<file path="config.mk">
export PLATFORM = sky130hd
export DESIGN_NAME = rv_plic_core
export DESIGN_NICKNAME = d
export VERILOG_FILES = /design/src/rtl/rv_plic_core.sv
export SDC_FILE = /design/constraint.sdc
export NUM_CORES = 2
export LEC_CHECK = 0
export BUFFER_PORTS_ARGS = -buffer_cell sky130_fd_sc_hd__buf_2
export CAP_MARGIN = 20
export CELL_PAD_IN_SITES_DETAIL_PLACEMENT = 0
export CELL_PAD_IN_SITES_GLOBAL_PLACEMENT = 1
export CORE_MARGIN = 3
export CORE_UTILIZATION = 27
export DETAILED_ROUTE_END_ITERATION = 10
export PLACE_DENSITY_LB_ADDON = 0.2
export SYNTH_ARGS = -nofsm -noshare
export SYNTH_HDL_FRONTEND = slang
export SYNTH_SLANG_ARGS = --single-unit
</file>
<file path="constraint.sdc">
create_clock -name clk_i -period 104.8 [get_ports clk_i]
set_input_delay 10.48 -clock clk_i [delete_from_list [all_inputs] [get_ports clk_i]]
set_output_delay 10.48 -clock clk_i [all_outputs]
set_load 0.02 [all_outputs]
</file>
<file path="src/rtl/rv_plic_core.sv">
// rv_plic_core: parametrised PLIC core with per-source gateways, per-target
// arbitration, claim-race resolution and complete handling; no register file.
`default_nettype none

module rv_plic_core #(
    parameter int NumSrc    = 64,
    parameter int NumTarget = 2,
    parameter int MaxPrio   = 7,
    parameter int EdgeCntW  = 2
) (
    input  logic                            clk_i,
    input  logic                            rst_ni,
    input  logic [NumSrc-1:0]               intr_src_i,
    input  logic [NumSrc-1:0]               le_i,
    input  logic [NumSrc*$clog2(MaxPrio+1)-1:0]    prio_i,
    input  logic [NumTarget*NumSrc-1:0]     ie_i,
    input  logic [NumTarget*$clog2(MaxPrio+1)-1:0] threshold_i,
    input  logic [NumTarget-1:0]            claim_i,
    output logic [NumTarget*$clog2(NumSrc)-1:0]    claim_id_o,
    input  logic [NumTarget-1:0]            complete_i,
    input  logic [NumTarget*$clog2(NumSrc)-1:0]    complete_id_i,
    output logic [NumSrc-1:0]               ip_o,
    output logic [NumTarget-1:0]            irq_o,
    output logic [NumTarget*$clog2(NumSrc)-1:0]    irq_id_o
);

    localparam int PrioW = $clog2(MaxPrio + 1);
    localparam int SrcW  = $clog2(NumSrc);
    localparam logic [EdgeCntW-1:0] CntMax = '1;

    typedef enum logic [1:0] {
        IDLE    = 2'd0,
        PENDING = 2'd1,
        CLAIMED = 2'd2
    } gw_state_e;

    gw_state_e           state_q [NumSrc];
    gw_state_e           state_d [NumSrc];
    gw_state_e           eff     [NumSrc];
    logic [EdgeCntW-1:0] cnt_q   [NumSrc];
    logic [EdgeCntW-1:0] cnt_d   [NumSrc];

    logic [NumSrc-1:0]    src_q;
    logic [NumSrc-1:0]    trig;
    logic [NumSrc-1:0]    edge_trig;
    logic [NumSrc-1:0]    ip;
    logic [NumSrc-1:0]    claimed;
    logic [NumSrc-1:0]    completed;

    logic [NumTarget-1:0] grant;
    logic [NumTarget-1:0] lost;
    logic [NumTarget-1:0] irq_q;
    logic [NumTarget-1:0] irq_d;
    logic [SrcW-1:0]      irq_id_q  [NumTarget];
    logic [SrcW-1:0]      irq_id_d  [NumTarget];
    logic [SrcW-1:0]      best_id   [NumTarget];
    logic [PrioW-1:0]     best_prio [NumTarget];
    logic [SrcW-1:0]      cid       [NumTarget];

    assign edge_trig = le_i & intr_src_i & ~src_q;
    assign trig      = edge_trig | (~le_i & intr_src_i);

    always_comb begin
        ip = '0;
        for (int s = 1; s < NumSrc; s++) begin
            ip[s] = (state_q[s] == PENDING);
        end
    end

    assign ip_o  = ip;
    assign irq_o = irq_q;

    always_comb begin
        irq_id_o = '0;
        for (int t = 0; t < NumTarget; t++) begin
            irq_id_o[t*SrcW +: SrcW] = irq_id_q[t];
        end
    end

    // A lower-index target claiming the same ID in the same cycle wins the race.
    always_comb begin
        grant      = '0;
        lost       = '0;
        claim_id_o = '0;
        for (int t = 0; t < NumTarget; t++) begin
            for (int u = 0; u < t; u++) begin
                if (claim_i[u] && (irq_id_q[u] == irq_id_q[t])) begin
                    lost[t] = 1'b1;
                end
            end
            if (claim_i[t] && (irq_id_q[t] != '0) && ip[irq_id_q[t]] && !lost[t]) begin
                grant[t]                   = 1'b1;
                claim_id_o[t*SrcW +: SrcW] = irq_id_q[t];
            end
        end
    end

    always_comb begin
        claimed   = '0;
        completed = '0;
        for (int t = 0; t < NumTarget; t++) begin
            cid[t] = complete_id_i[t*SrcW +: SrcW];
            if (grant[t]) begin
                claimed[irq_id_q[t]] = 1'b1;
            end
            if (complete_i[t] && (cid[t] != '0) && (int'(cid[t]) < NumSrc)) begin
                completed[cid[t]] = 1'b1;
            end
        end
    end

    // A same-cycle claim is applied first, so a simultaneous complete sees CLAIMED.
    always_comb begin
        for (int s = 0; s < NumSrc; s++) begin
            state_d[s] = state_q[s];
            cnt_d[s]   = cnt_q[s];
            eff[s]     = claimed[s] ? CLAIMED : state_q[s];
            case (eff[s])
                IDLE: begin
                    if (trig[s]) state_d[s] = PENDING;
                end
                PENDING: begin
                    if (edge_trig[s] && (cnt_q[s] != CntMax)) cnt_d[s] = cnt_q[s] + EdgeCntW'(1);
                end
                CLAIMED: begin
                    state_d[s] = CLAIMED;
                    if (completed[s]) begin
                        if (cnt_q[s] != '0) begin
                            state_d[s] = PENDING;
                            if (!edge_trig[s]) cnt_d[s] = cnt_q[s] - EdgeCntW'(1);
                        end else if (trig[s]) begin
                            state_d[s] = PENDING;
                        end else begin
                            state_d[s] = IDLE;
                        end
                    end else if (edge_trig[s] && (cnt_q[s] != CntMax)) begin
                        cnt_d[s] = cnt_q[s] + EdgeCntW'(1);
                    end
                end
                default: state_d[s] = IDLE;
            endcase
            if (s == 0) begin
                state_d[s] = IDLE;
                cnt_d[s]   = '0;
            end
        end
    end

    // Strict greater-than while scanning upwards keeps the lowest ID on ties.
    always_comb begin
        for (int t = 0; t < NumTarget; t++) begin
            best_id[t]   = '0;
            best_prio[t] = '0;
            for (int s = 1; s < NumSrc; s++) begin
                if (ip[s] && ie_i[t*NumSrc + s] && (prio_i[s*PrioW +: PrioW] > best_prio[t])) begin
                    best_prio[t] = prio_i[s*PrioW +: PrioW];
                    best_id[t]   = SrcW'(s);
                end
            end
            irq_d[t]    = (best_prio[t] > threshold_i[t*PrioW +: PrioW]);
            irq_id_d[t] = irq_d[t] ? best_id[t] : '0;
        end
    end

    always_ff @(posedge clk_i or negedge rst_ni) begin
        if (!rst_ni) begin
            src_q <= '0;
            irq_q <= '0;
            for (int s = 0; s < NumSrc; s++) begin
                state_q[s] <= IDLE;
                cnt_q[s]   <= '0;
            end
            for (int t = 0; t < NumTarget; t++) begin
                irq_id_q[t] <= '0;
            end
        end else begin
            src_q <= intr_src_i;
            irq_q <= irq_d;
            for (int s = 0; s < NumSrc; s++) begin
                state_q[s] <= state_d[s];
                cnt_q[s]   <= cnt_d[s];
            end
            for (int t = 0; t < NumTarget; t++) begin
                irq_id_q[t] <= irq_id_d[t];
            end
        end
    end

endmodule

`default_nettype wire

</file>
# After elaboration in Yosys (flattened, before gate mapping)
# Cells that the tools add are included.
[classes]
add_sub_neg = 126
n_reduce_logical = 647
n_mux = 968
n_eq_ne = 442
magnitude_cmp = 135
bitwise = 71
[op_table]
columns = ["op", "n"]
rows = [
  ["2-bit two-way mux", 441],
  ["6-bit two-way mux", 128],
  ["3-bit greater-than comparator", 126],
  ["3-bit two-way mux", 126],
  ["3-bit != test (second input constant)", 126],
  ["2-bit case mux with 3 select lines", 63],
  ["1-bit logical AND", 327],
  ["64-bit two-way mux", 4],
  ["2-bit by 1-bit == test with 1-bit output (second input constant)", 126],
  ["2-bit != test (second input constant)", 126],
  ["2-bit case mux with 2 select lines", 63],
  ["2-bit nonzero test", 126],
  ["64-bit AND", 3],
  ["64-bit OR", 3],
  ["3-bit AND reduction", 63],
  ["1-bit two-way mux", 137],
  ["64-bit NOT", 2],
  ["2-bit by 1-bit adder with 2-bit output (second input constant)", 63],
  ["2-bit == test (second input constant)", 63],
  ["2-bit logical NOT", 63],
  ["2-bit AND reduction", 63],
  ["2-bit by 1-bit subtractor with 2-bit output (second input constant)", 63],
  ["1-bit NOT", 63],
  ["6-bit by 7-bit < comparator with 1-bit output (second input constant)", 4],
  ["other kinds (7)", 17],
]
[word_totals]
register_bits = 330
inputBits = 472
wordCells = 2519

# Longest topological paths before layout
[logic_depth]
ltp_word = 192
mapped_depth = 436
ltp_nobuf = 434

# Worst setup path after synthesis
# OpenSTA, ideal clock, no wires.
[synth_timing]
kind = "input to register"
startpoint = "in ie_i[1]"
endpoint = "reg irq_id_q (netlist bit irq_id_o[1])"
path_buffers = 1
slack_ns = 17.403
required_ns = 104.665
cell_stages = 420
arrival_time_ns = 87.262
path_cell_list = "nand4b_1 > ha_1 > nand3_1 > and3_4 > buf_6 > nand2_1 > o21ai_0 > ha_1 > nor2_1 > a31oi_1 > o31ai_1 > nand4_1 > mux2_2 > ha_1 > or2_2 > a21oi_1 > o31ai_1 > mux2_2 > (+384 left out) > ha_1 > inv_1 > a21o_1 > a21oi_1 > a311oi_1 > mux2_2 > ha_1 > nor2b_1 > o21ai_0 > nand2b_1 > nand4_1 > nand3_1 > o221ai_1 > ha_1 > nor2b_1 > o21a_1 > o21ai_1 > nor2_1"
[synth_rtl]
columns = ["item", "line_no", "source"]
rows = [
  ["start, declared", "16", "input logic [NumTarget*NumSrc-1:0] ie_i,"],
  ["end signal, assigned by index", "184", "irq_id_q[t] <= irq_id_d[t];"],
  ["end, declared", "54", "logic [SrcW-1:0] irq_id_q [NumTarget];"],
]

==> results_dict.tcl <==
set metrics [dict create \
    min_path_cells 1 \
    drc 0 \
    synth_edf_count 0 \
    finalHoldViolations 0 \
    final.min_clock_period_ns 97.37 \
    fp.dieH_um 389.2 \
    grt.overflow.total 0 \
    crit_type "in2reg" \
    required_ns 105.25 \
    wirelength_mm 170.9 \
    reg2reg_from "state_q[124]" \
    vias 43670 \
    die_w_um 389.2 \
    cts_buffers 43 \
    rr_endpoint "irq_id_o[1]" \
    post-place-ws_ns 6.581 \
    ant_nets 0 \
    setup_ws_ns 7.425 \
    synth.avg_cell_area_sq_um 7.072 \
    synth_seq_cells 329 \
    grt_pass1_vias 40500 \
    crit_top_cell "nor2_1" \
    synthTopCellsByArea "dfrtp_1, ha_1, nand2_1" \
    worstHoldStart "state_q[91]" \
    synthToLayoutAreaGrowth_pct 16.79 \
    grt_busiest_layer "met2" \
    gr-usage-met1_pct 28.87 \
    reg2reg_depth 420 \
    hold_class "reg2reg" \
    async_flop_share_pct 100.0 \
    max_stage_delay_ns 0.71 \
    globalRouteTotalUtil_pct 21.41 \
    gr-usage-met3_pct 3.805 \
    cts-root-buf "clkbuf_16" \
    antenna_found_initial 74 \
    synth_top_area_share_pct 20.77 \
    synth_ff_type "dfrtp_1" \
    final_nets 6894 \
    drive_gt1_share_pct 14.39 \
    drv_cap 0 \
    rsz0062_at_grt "false" \
    finalSetupViolCount 0 \
    ctsHtreeMaxLevel 2 \
    crit_slowest_cell "or4b_2" \
    reg2reg_slack_ns 16.89 \
    first_iter_violations 3189 \
    skew_ns 0.03859 \
    status "finished clean" \
    grt_pass1_wl_mm 251.8 \
    fin_crit_sh_pct 92.92 \
    fin_util_pct 32.00 \
    yosysTopAreaCell "dfrtp_1" \
    worstMarginPinSlew_ns 1.169 \
    num_io_pins 562 \
    maxSlewViolCount 0 \
    crit_fanout 7 \
    ys_types 114 \
    holdWs_ns 0.4860 \
    hold_end "state_q[90]" \
    fp-row-count 139 \
    drt-wirelength-per-cell_um 21.09 \
    clock_latency_ns 0.61 \
    yosysWarningCount 0 \
    syn_area_sq_um 39650 \
    fmax_ghz 0.01027 \
    clk_transition_reported_paths_ns 0.06 \
    cp.arrival_ns 97.83 \
    route.detailed.vias_per_inst 5.391 \
    grt_max_degree 114 \
    cp-end-kind "flip-flop" \
    initial_core_util_pct 27.40 \
    clockBufferDepth 3 \
    use_met2_pct 35.73 \
    slew_headroom_pct 21.77 \
    holdBufCountCts 0 \
    clock-sinks 329 \
    synthCells 5606 \
    dp_hpwl_mm 142.0 \
    dieArea_sq_um 151500 \
    synthesis.nets 6365 \
    portBuffers 553 \
    drt_first_pass_iters 7 \
    gp_congestion 0.9053 \
    worst_setup_path_start_kind "primary input" \
    core_area_sq_um 144700 \
    tns_ns 0 \
    cts_tree "built" \
    ys_seq_area_share_pct 20.77 \
]
area by class of cell:
cell class                      instances  area [sq um]
Clock inverter                         15         172.7
Fill cell                           15890         98390
Multi-Input combinational cell       4678         29150
Tap cell                             1903          2381
Inverter                              463          1738
Timing Repair Buffer                  620          3293
Antenna cell                           33         82.58
Clock buffer                           60          1251
Sequential cell                       329          8233
placed cells by master (no fill, tap or decap), types with 52 or more instances in the layout:
cell type / n
or2_2: 61
o21ai_0: 344
xnor2_1: 72
a31oi_1: 93
nor2_1: 700
dfrtp_1: 329
a21boi_0: 62
and2_1: 133
nor2b_1: 61
nand3_1: 190
a211oi_1: 85
a221oi_1: 66
a21oi_1: 364
o22ai_1: 147
inv_1: 463
a21o_1: 52
buf_4: 65
nand2_1: 756
nor3_1: 131
buf_2: 552
ha_1: 287
and3_1: 82
o211ai_1: 72
routing by layer:
layer	share of wire [%]	vias up
met5	0.067	-
met4	2.3	18
met3	6.1	242
met2	46	1276
met1	46	20540
li1	-	21600
per-stage QoR:
stage	cells	instance area, sq um
floorplan	5606	39650
global placement	7992	44780
detailed placement	7992	44780
CTS	8067	46210
global route	8073	46230
finish	8101	46300
registers in the layout (all words and copies together), names as in the netlist:
signal	count
irq_id_o	12
irq_o	2
cnt_q	126
state_q	126
src_q	63
worst max-delay path by stage:
| stage | depth (start not counted) | start | to | slack, ns |
|---|---|---|---|---|
| after floorplan | 420 | ie_i[1] | irq_id_o[1] | 17.40 |
| after global placement | 416 | ie_i[1] | irq_id_o[1] | 7.23 |
| after detailed placement | 416 | ie_i[1] | irq_o[0] | 6.58 |
| after CTS | 416 | ie_i[1] | irq_id_o[1] | 6.99 |
| after global routing | 422 | ie_i[1] | irq_id_o[5] | 0.03 |
| final | 420 | ie_i[1] | irq_id_o[1] | 7.43 |
what timing repair did:
item / CTS / global route
endpoints found under the setup margin: 0 / 7
endpoints found under the hold margin: 0 / 0
resized for setup: 0 / 2
buffers inserted: 0 / 0
cell families (layout without fill, tap and decap cells):
group,Yosys count,in the layout,share of synthesized area [%]
adder cells (fa/ha/maj),340,340,10.40
buffers and inverters,599,1158,5.741
XOR/XNOR,76,76,1.679
multiplexers,82,82,2.534
AND/OR/NAND/NOR,2360,2360,27.70
other,1,34,0.009459
AO/OA/AOI/OAI,1819,1819,31.16
flip-flops,329,329,20.77
Yosys cell counts, types with 61 or more instances:
cell type and count:
a211oi_1 85, a21boi_0 62, a21oi_1 364, a221oi_1 66
a31oi_1 93, and2_1 133, and3_1 82, clkbuf_1 116
dfrtp_1 329, ha_1 287, inv_1 463, nand2_1 756
nand3_1 190, nor2_1 700, nor2b_1 62, nor3_1 131
o211ai_1 72, o21ai_0 345, o22ai_1 147, or2_2 61
xnor2_1 72
critical path: cells and delay by family:
kind,cells,cell delay (ns)
AO/OA/AOI/OAI,159,32.84
AND/OR/NAND/NOR,143,20.50
adder cells (fa/ha/maj),88,25.41
multiplexers,22,7.88
buffers and inverters,8,0.56
Power is left out: the tool's default activity adds up to more than one toggle a clock period on the data nets, which glitch-free logic cannot reach.
